[config.mk]
export PLATFORM = sky130hd
export DESIGN_NAME = icache_refill_ctrl_flat
export DESIGN_NICKNAME = d
export VERILOG_FILES = /design/src/rtl/icache_refill_ctrl_if.sv /design/src/rtl/icache_refill_ctrl.sv /design/src/flat_wrapper.sv
export SDC_FILE = /design/constraint.sdc
export NUM_CORES = 1
export LEC_CHECK = 0
export ABC_AREA = 0
export CAP_MARGIN = 20
export CORE_UTILIZATION = 41
export DETAILED_ROUTE_END_ITERATION = 12
export DONT_BUFFER_PORTS = 1
export RECOVER_POWER = 50
export SLEW_MARGIN = 0
export SYNTH_ARGS = -nofsm -noshare
export SYNTH_HDL_FRONTEND = slang
export SYNTH_SLANG_ARGS = --single-unit
export TNS_END_PERCENT = 1
[constraint.sdc]
create_clock -name clk -period 4.3 [get_ports clk]
set_input_delay 0.86 -clock clk [delete_from_list [all_inputs] [get_ports clk]]
set_output_delay 0.86 -clock clk [all_outputs]
set_load 0.005 [all_outputs]
[src/rtl/icache_refill_ctrl_if.sv]
// Fetch, memory-read and cache-install signals of the instruction-cache refill engine.
// master = refill controller, slave = pipeline/memory/cache environment.
interface icache_refill_ctrl_if #(
  parameter int CNT_WIDTH = 16
);
  logic                 fetch_valid;
  logic [31:0]          addr;
  logic                 hit_miss;
  logic                 mem_rd;
  logic [31:0]          mem_addr;
  logic [31:0]          mem_rdata;
  logic                 mem_ack;
  logic [63:0]          din_mem;
  logic                 countdone;
  logic                 stall;
  logic                 mem_timeout;
  logic [CNT_WIDTH-1:0] refill_count;

  modport master (
    input  fetch_valid, addr, hit_miss, mem_rdata, mem_ack,
    output mem_rd, mem_addr, din_mem, countdone, stall, mem_timeout, refill_count
  );

  modport slave (
    output fetch_valid, addr, hit_miss, mem_rdata, mem_ack,
    input  mem_rd, mem_addr, din_mem, countdone, stall, mem_timeout, refill_count
  );
endinterface

[src/rtl/icache_refill_ctrl.sv]
// Refill engine for a direct-mapped I-cache: two-beat 64-bit block fetch, install pulse, settle.
// Optional macro ICACHE_CWF_EN fetches the addressed word first (critical-word-first).
module icache_refill_ctrl #(
  parameter int TIMEOUT    = 64,
  parameter int SETTLE_CYC = 2,
  parameter int CNT_WIDTH  = 16
) (
  input  logic                clk,
  input  logic                rst,
  icache_refill_ctrl_if.master bus
);

  typedef enum logic [2:0] {IDLE, RD0, RD1, DONE, SETTLE} state_t;

  localparam int WAIT_W = $clog2(TIMEOUT + SETTLE_CYC + 1);
  localparam logic [WAIT_W-1:0] WAIT_LAST   = WAIT_W'(TIMEOUT - 1);
  localparam logic [WAIT_W-1:0] SETTLE_LAST = WAIT_W'(SETTLE_CYC - 1);

  state_t               state_q, state_d;
  logic [28:0]          blk_q, blk_d;
  logic [WAIT_W-1:0]    wait_q, wait_d;
  logic [63:0]          din_mem_q, din_mem_d;
  logic [CNT_WIDTH-1:0] refill_count_q, refill_count_d;
  logic                 mem_timeout_q, mem_timeout_d;
  logic                 crit_hi_q, crit_hi_d;

  logic        miss;
  logic        blk_match;
  logic        beat_hi;
  logic        mem_rd;
  logic [31:0] mem_addr;
  logic        countdone;
  logic        stall;
  logic        unused_addr_bits;

  assign miss             = bus.fetch_valid & ~bus.hit_miss;
  assign blk_match        = (bus.addr[31:3] == blk_q);
  assign unused_addr_bits = ^bus.addr[2:0];

  always_ff @(posedge clk or posedge rst) begin
    if (rst) begin
      state_q        <= IDLE;
      blk_q          <= '0;
      wait_q         <= '0;
      din_mem_q      <= '0;
      refill_count_q <= '0;
      mem_timeout_q  <= 1'b0;
      crit_hi_q      <= 1'b0;
    end else begin
      state_q        <= state_d;
      blk_q          <= blk_d;
      wait_q         <= wait_d;
      din_mem_q      <= din_mem_d;
      refill_count_q <= refill_count_d;
      mem_timeout_q  <= mem_timeout_d;
      crit_hi_q      <= crit_hi_d;
    end
  end

  always_comb begin
    state_d        = state_q;
    blk_d          = blk_q;
    wait_d         = wait_q;
    din_mem_d      = din_mem_q;
    refill_count_d = refill_count_q;
    mem_timeout_d  = mem_timeout_q;
    crit_hi_d      = crit_hi_q;
    mem_rd         = 1'b0;
    mem_addr       = '0;
    countdone      = 1'b0;
    stall          = 1'b0;
    beat_hi        = 1'b0;

    case (state_q)
      IDLE: begin
        // Gated by rst so every output reads 0 while reset is held.
        stall = miss & ~rst;
        if (miss) begin
          blk_d   = bus.addr[31:3];
          wait_d  = '0;
          state_d = RD0;
`ifdef ICACHE_CWF_EN
          crit_hi_d = bus.addr[2];
`else
          crit_hi_d = 1'b0;
`endif
        end
      end

      RD0, RD1: begin
        stall    = 1'b1;
        mem_rd   = 1'b1;
        beat_hi  = (state_q == RD0) ? crit_hi_q : ~crit_hi_q;
        mem_addr = {blk_q, beat_hi, 2'b00};
        if (bus.mem_ack) begin
          if (beat_hi) din_mem_d[63:32] = bus.mem_rdata;
          else         din_mem_d[31:0]  = bus.mem_rdata;
          wait_d  = '0;
          state_d = (state_q == RD0) ? RD1 : DONE;
        end else if (wait_q == WAIT_LAST) begin
          mem_timeout_d = 1'b1;
          state_d       = IDLE;
        end else begin
          wait_d = wait_q + WAIT_W'(1);
        end
      end

      DONE: begin
        // A changed fetch address means the pipeline moved on; drop the block silently.
        stall  = 1'b1;
        wait_d = '0;
        if (blk_match) begin
          countdone = 1'b1;
          if (refill_count_q != '1) refill_count_d = refill_count_q + CNT_WIDTH'(1);
        end
        state_d = SETTLE;
      end

      SETTLE: begin
        // The cache hit flag is registered, so it lags the install by one edge.
        stall = 1'b1;
        if (wait_q == SETTLE_LAST) begin
          wait_d  = '0;
          state_d = IDLE;
        end else begin
          wait_d = wait_q + WAIT_W'(1);
        end
      end

      default: state_d = IDLE;
    endcase
  end

  assign bus.mem_rd       = mem_rd;
  assign bus.mem_addr     = mem_addr;
  assign bus.countdone    = countdone;
  assign bus.stall        = stall;
  assign bus.din_mem      = din_mem_q;
  assign bus.mem_timeout  = mem_timeout_q;
  assign bus.refill_count = refill_count_q;

endmodule

[src/flat_wrapper.sv]
// flat-port wrapper written by rule: the top's interface ports become plain ports
module icache_refill_ctrl_flat 
#(
  parameter int TIMEOUT    = 64,
  parameter int SETTLE_CYC = 2,
  parameter int CNT_WIDTH  = 16
)
  (clk, rst, bus_fetch_valid, bus_addr, bus_hit_miss, bus_mem_rdata, bus_mem_ack, bus_mem_rd, bus_mem_addr, bus_din_mem, bus_countdone, bus_stall, bus_mem_timeout, bus_refill_count);
  icache_refill_ctrl_if #(.CNT_WIDTH(CNT_WIDTH)) bus_i ();
  input  logic clk;
  input  logic rst;
  input wire logic [$bits(bus_i.fetch_valid)-1:0] bus_fetch_valid;
  input wire logic [$bits(bus_i.addr)-1:0] bus_addr;
  input wire logic [$bits(bus_i.hit_miss)-1:0] bus_hit_miss;
  input wire logic [$bits(bus_i.mem_rdata)-1:0] bus_mem_rdata;
  input wire logic [$bits(bus_i.mem_ack)-1:0] bus_mem_ack;
  output wire logic [$bits(bus_i.mem_rd)-1:0] bus_mem_rd;
  output wire logic [$bits(bus_i.mem_addr)-1:0] bus_mem_addr;
  output wire logic [$bits(bus_i.din_mem)-1:0] bus_din_mem;
  output wire logic [$bits(bus_i.countdone)-1:0] bus_countdone;
  output wire logic [$bits(bus_i.stall)-1:0] bus_stall;
  output wire logic [$bits(bus_i.mem_timeout)-1:0] bus_mem_timeout;
  output wire logic [$bits(bus_i.refill_count)-1:0] bus_refill_count;
  assign bus_i.fetch_valid = bus_fetch_valid;
  assign bus_i.addr = bus_addr;
  assign bus_i.hit_miss = bus_hit_miss;
  assign bus_i.mem_rdata = bus_mem_rdata;
  assign bus_i.mem_ack = bus_mem_ack;
  assign bus_mem_rd = bus_i.mem_rd;
  assign bus_mem_addr = bus_i.mem_addr;
  assign bus_din_mem = bus_i.din_mem;
  assign bus_countdone = bus_i.countdone;
  assign bus_stall = bus_i.stall;
  assign bus_mem_timeout = bus_i.mem_timeout;
  assign bus_refill_count = bus_i.refill_count;
  icache_refill_ctrl #(.TIMEOUT(TIMEOUT), .SETTLE_CYC(SETTLE_CYC), .CNT_WIDTH(CNT_WIDTH)) u_core (.clk(clk), .rst(rst), .bus(bus_i));
endmodule
==> Implementation_results.wiki <==
{| class="wikitable"
! Metric !! Value
|-
| Post-Place Setup Slack || 1.584 ns
|-
| Final setup slack of the worst path || 1.416 ns
|-
| Async S/R FF share, synth || 100.0%
|-
| Post-route setup TNS || 0 ns
|-
| Register-to-register setup slack || 1.99 ns
|-
| Worst Reg-to-Reg Cells || 5
|-
| Primary flip-flop cell chosen by synthesis mapping || sky130_fd_sc_hd__dfrtp_1
|-
| RSZ-0062 raised after global routing || false
|-
| Area growth from synthesis to layout || 13.92%
|-
| First-pass GRT wire length || 16.76 mm
|-
| Antenna Nets Post-Route || 0
|-
| Worst reg2reg path endpoint || u_core.bus.din_mem[39]
|-
| # rows || 41
|-
| Master cell of the clock root buffer || sky130_fd_sc_hd__clkbuf_16
|-
| Area after detailed placement || 0.005538 sq mm
|-
| Pre-Repair DR Iteration Count || 6
|-
| # port buffers || 0
|-
| Synth unique cells || 38
|-
| Worst clock skew || 0.007907 ns
|-
| Total I/O pin count || 185
|-
| Lkg Pwr || 2.570 nW
|-
| Antenna diode instance count || 0
|-
| Switching power share of the total || 30.67%
|-
| Critical Path Start Type || primary input
|-
| Setup crit start || rst
|-
| Wire length after detailed routing || 11.15 mm
|-
| Routed length per placed instance || 18.30 microns
|-
| Post-synthesis sequential element count || 120
|-
| Launch instance of the worst register-to-register path || u_core.state_q[1]
|-
| Register area share after synthesis || 55.59%
|-
| Max Buffers Root-to-Sink || 2
|-
| Normalized max-slew margin || -94.55%
|-
| Gate count after technology mapping || 419
|-
| Endpoint, Worst Hold || u_core.bus.mem_timeout
|-
| Initial detailed-routing violation count || 85
|-
| Vias in the first global route || 3170
|-
| Final number of setup-violating endpoints || 0
|-
| Internal Power || 0.003276 W
|-
| Worst hold-check slack || 0.5123 ns
|-
| Clk Latency, worst-skew pair || 0.41 ns
|-
| P per Cell Area || 767.9 mW/mm^2
|-
| Inserted Clock Buffers || 17
|-
| Top cell family by delay on the critical path || buffers and inverters
|-
| Die outline width || 116.8 microns
|-
| Proportion of power drawn by the clock network || 31.1%
|-
| # nets final || 496
|-
| Core area || 0.01272 sq mm
|-
| Total number of vias || 3205
|-
| Hold WC Path Type || flip-flop to flip-flop
|-
| TritonCTS clock tree || yes
|-
| Crit path largest cell delay || 1.60 ns
|-
| Violations in the final reports || capacitance limit, slew limit
|-
| Critical-path cell list || clkinvlp_2 -> clkbuf_2
|-
| Crit path capture type || async pin
|-
| Crit-path max FO || 65
|-
| Final count of pins violating max slew || 66
|-
| Combinational Power Share || 26.3%
|-
| Clock transition at the registers of the reported paths || 0.05 ns
|-
| Starting density of the core || 42.46%
|-
| Drc violations || 0
|-
| Number of H-tree levels || 4
|-
| Worst Tran Pin Value || 2.902 ns
|-
| Final HPWL DP || 7.776 mm
|-
| Die Height || 116.8 microns
|-
| Clock Sink Count || 120
|-
| WP data required || 4.76 ns
|-
| Remaining global-route overflow || 0
|-
| GPL Wtd Cong || 0.7921
|-
| Final Critical Period || 2.884 ns
|-
| CP Data Arrival Time || 3.34 ns
|-
| Yosys warnings || 0
|-
| Highest Clock Rate || 0.3467 GHz
|-
| Summed area of non-filler cells in the final layout || 0.006153 sq mm
|-
| Floorplan die area || 0.01364 sq mm
|-
| Avg Cell Area, Syn || 12.89 sq um
|-
| WS Path Type || primary input to async pin
|-
| Net switching power || 0.001449 W
|-
| Share of final-layout standard cells stronger than drive strength 1 || 29.98%
|-
| Max capacitance violation total || 1
|-
| Final period util || 67.08%
|-
| Per-cell via count in the routed design || 5.263
|-
| Number of cells traversed by the worst hold path || 1
|-
| Worst-case vdd ir drop || 0.5133 mV
|-
| Post-cts sizing count || 0
|-
| Sequential power share || 42.6%
|-
| Outcome || complete, but fails checks
|-
| Maximum number of pins on one net before global-route repair || 66
|-
| Number of failing hold endpoints at the final stage || 0
|-
| Total GRT Usage || 16.65%
|-
| Cell at the slowest stage of the critical path || sky130_fd_sc_hd__clkinvlp_2
|-
| Number of buffers inserted by post-CTS setup repair || 0
|-
| Crit path buffers/inverters || 2
|-
| Launch instance of the worst min-delay path || u_core.bus.mem_timeout
|-
| Number of synthesized flops with an enable pin || 0
|-
| Number of hold buffers added after cts || 0
|-
| Initial antenna violation count || 0
|-
| Cell Area, Synth || 0.005401 sq mm
|}
==> cell usage in the layout (no fill, tap or decap), types with 2 or more instances in the layout <==
cell type and instances:
sky130_fd_sc_hd__nand2_1 20, sky130_fd_sc_hd__conb_1 2, sky130_fd_sc_hd__nand4_1 11, sky130_fd_sc_hd__and3_1 4, sky130_fd_sc_hd__nor2b_1 2, sky130_fd_sc_hd__or2_1 2
sky130_fd_sc_hd__buf_4 5, sky130_fd_sc_hd__inv_1 3, sky130_fd_sc_hd__nand2b_1 2, sky130_fd_sc_hd__clkbuf_16 17, sky130_fd_sc_hd__clkbuf_8 5, sky130_fd_sc_hd__clkinv_2 3
sky130_fd_sc_hd__and4_1 2, sky130_fd_sc_hd__nor3_1 5, sky130_fd_sc_hd__nand3_1 11, sky130_fd_sc_hd__a31oi_1 4, sky130_fd_sc_hd__dfrtp_1 120, sky130_fd_sc_hd__mux2_2 88
sky130_fd_sc_hd__mux2_1 6, sky130_fd_sc_hd__ha_1 3, sky130_fd_sc_hd__xor2_1 2, sky130_fd_sc_hd__and2_1 31, sky130_fd_sc_hd__xnor2_1 44, sky130_fd_sc_hd__o21ai_0 10
sky130_fd_sc_hd__clkbuf_1 3, sky130_fd_sc_hd__nor4_1 2, sky130_fd_sc_hd__bufinv_16 3, sky130_fd_sc_hd__o31ai_1 3, sky130_fd_sc_hd__nor2_1 10
==> cell type report <==
| cell class | count | area (sq um) |
|---|---|---|
| clock buffers | 25 | 505.5 |
| clock inverters | 7 | 113.9 |
| fillers | 1185 | 6569 |
| inverters | 5 | 20.02 |
| multi-input cells | 274 | 2253 |
| flip-flops and latches | 120 | 3003 |
| well taps | 172 | 215.2 |
| repair buffers | 6 | 42.54 |
==> power by group through the flow <==
| stage | Clock, W | Combinational, W | Sequential [W] |
|---|---|---|---|
| 2_1_floorplan | 0 | 0.00111 | 0.00188 |
| 3_3_place_gp | 0 | 0.00123 | 0.00201 |
| 3_5_place_dp | 0 | 0.00127 | 0.00203 |
| 4_1_cts | 0.00151 | 0.00127 | 0.00202 |
| 5_1_grt | 0.00155 | 0.00138 | 0.00208 |
| 6_report | 0.00147 | 0.00124 | 0.00201 |
==> flip-flops by register name, summed over array words and instances (netlist names) <==
signal / flops
u_core.bus.din_mem: 64
u_core.bus.mem_timeout: 1
u_core.wait_q: 7
u_core.bus.refill_count: 16
u_core.state_q: 3
u_core.blk_q: 29
==> cells by family (layout without fill, tap and decap cells) <==
family / count (synthesis) / in the layout / synth area share [%]
AND/OR/NAND/NOR: 108 / 108 / 11.35
other: 1 / 2 / 0.06943
flip-flops: 120 / 120 / 55.59
adder cells (fa/ha/maj): 3 / 3 / 0.6950
AO/OA/AOI/OAI: 21 / 21 / 2.479
buffers and inverters: 26 / 43 / 2.756
XOR/XNOR: 46 / 46 / 7.459
multiplexers: 94 / 94 / 19.60
==> how the worst max path moves through the flow <==
| stage | to | cells after the start | slack, ns |
|---|---|---|---|
| after floorplan | u_core.blk_q[0] | 1 | 0.25 |
| after global placement | bus_countdone | 4 | 1.59 |
| after detailed placement | bus_countdone | 4 | 1.58 |
| after CTS | bus_countdone | 4 | 1.57 |
| after global routing | u_core.bus.din_mem[30] | 2 | 0.85 |
| final | u_core.bus.din_mem[30] | 2 | 1.42 |
==> cells in the mapped netlist (2+ instances only) <==
library cell               count  area, sq um
sky130_fd_sc_hd__a31oi_1       4        25.02
sky130_fd_sc_hd__and2_1       31        193.9
sky130_fd_sc_hd__and3_1        4        25.02
sky130_fd_sc_hd__and4_1        2        17.52
sky130_fd_sc_hd__buf_2         8        40.04
sky130_fd_sc_hd__buf_4         5        37.54
sky130_fd_sc_hd__buf_6         3        33.78
sky130_fd_sc_hd__clkbuf_1      5        18.77
sky130_fd_sc_hd__dfrtp_1     120         3003
sky130_fd_sc_hd__ha_1          3        37.54
sky130_fd_sc_hd__inv_1         4        15.01
sky130_fd_sc_hd__mux2_1        6        67.56
sky130_fd_sc_hd__mux2_2       88        991.0
sky130_fd_sc_hd__nand2_1      20        75.07
sky130_fd_sc_hd__nand2b_1      2        12.51
sky130_fd_sc_hd__nand3_1      11        55.05
sky130_fd_sc_hd__nand4_1      11        68.82
sky130_fd_sc_hd__nor2_1       10        37.54
sky130_fd_sc_hd__nor2b_1       2        12.51
sky130_fd_sc_hd__nor3_1        5        25.02
sky130_fd_sc_hd__nor4_1        2        12.51
sky130_fd_sc_hd__o21ai_0      10        50.05
sky130_fd_sc_hd__o31ai_1       3        22.52
sky130_fd_sc_hd__or2_1         2        12.51
sky130_fd_sc_hd__xnor2_1      44        385.4
sky130_fd_sc_hd__xor2_1        2        17.52
==> per-layer routing <==
layer	up-vias	GRT usage (%)	routed length [microns]
li1	1468	-	-
met1	1626	19.95	4578
met2	98	26.59	5742
met3	13	6.282	688
met4	0	7.848	136
met5	-	0	0
==> metrics by stage <==
step | power, W | instances | utilization, %
CTS | 0.004804 | 609 | 48.40
floorplan | 0.002997 | 420 | -
global route | 0.005008 | 609 | 48.37
detailed placement | 0.003305 | 577 | 43.53
global placement | 0.003247 | 577 | 43.53
finish | 0.004725 | 609 | 48.37
Note: power is estimated with default switching activity, not from simulation.
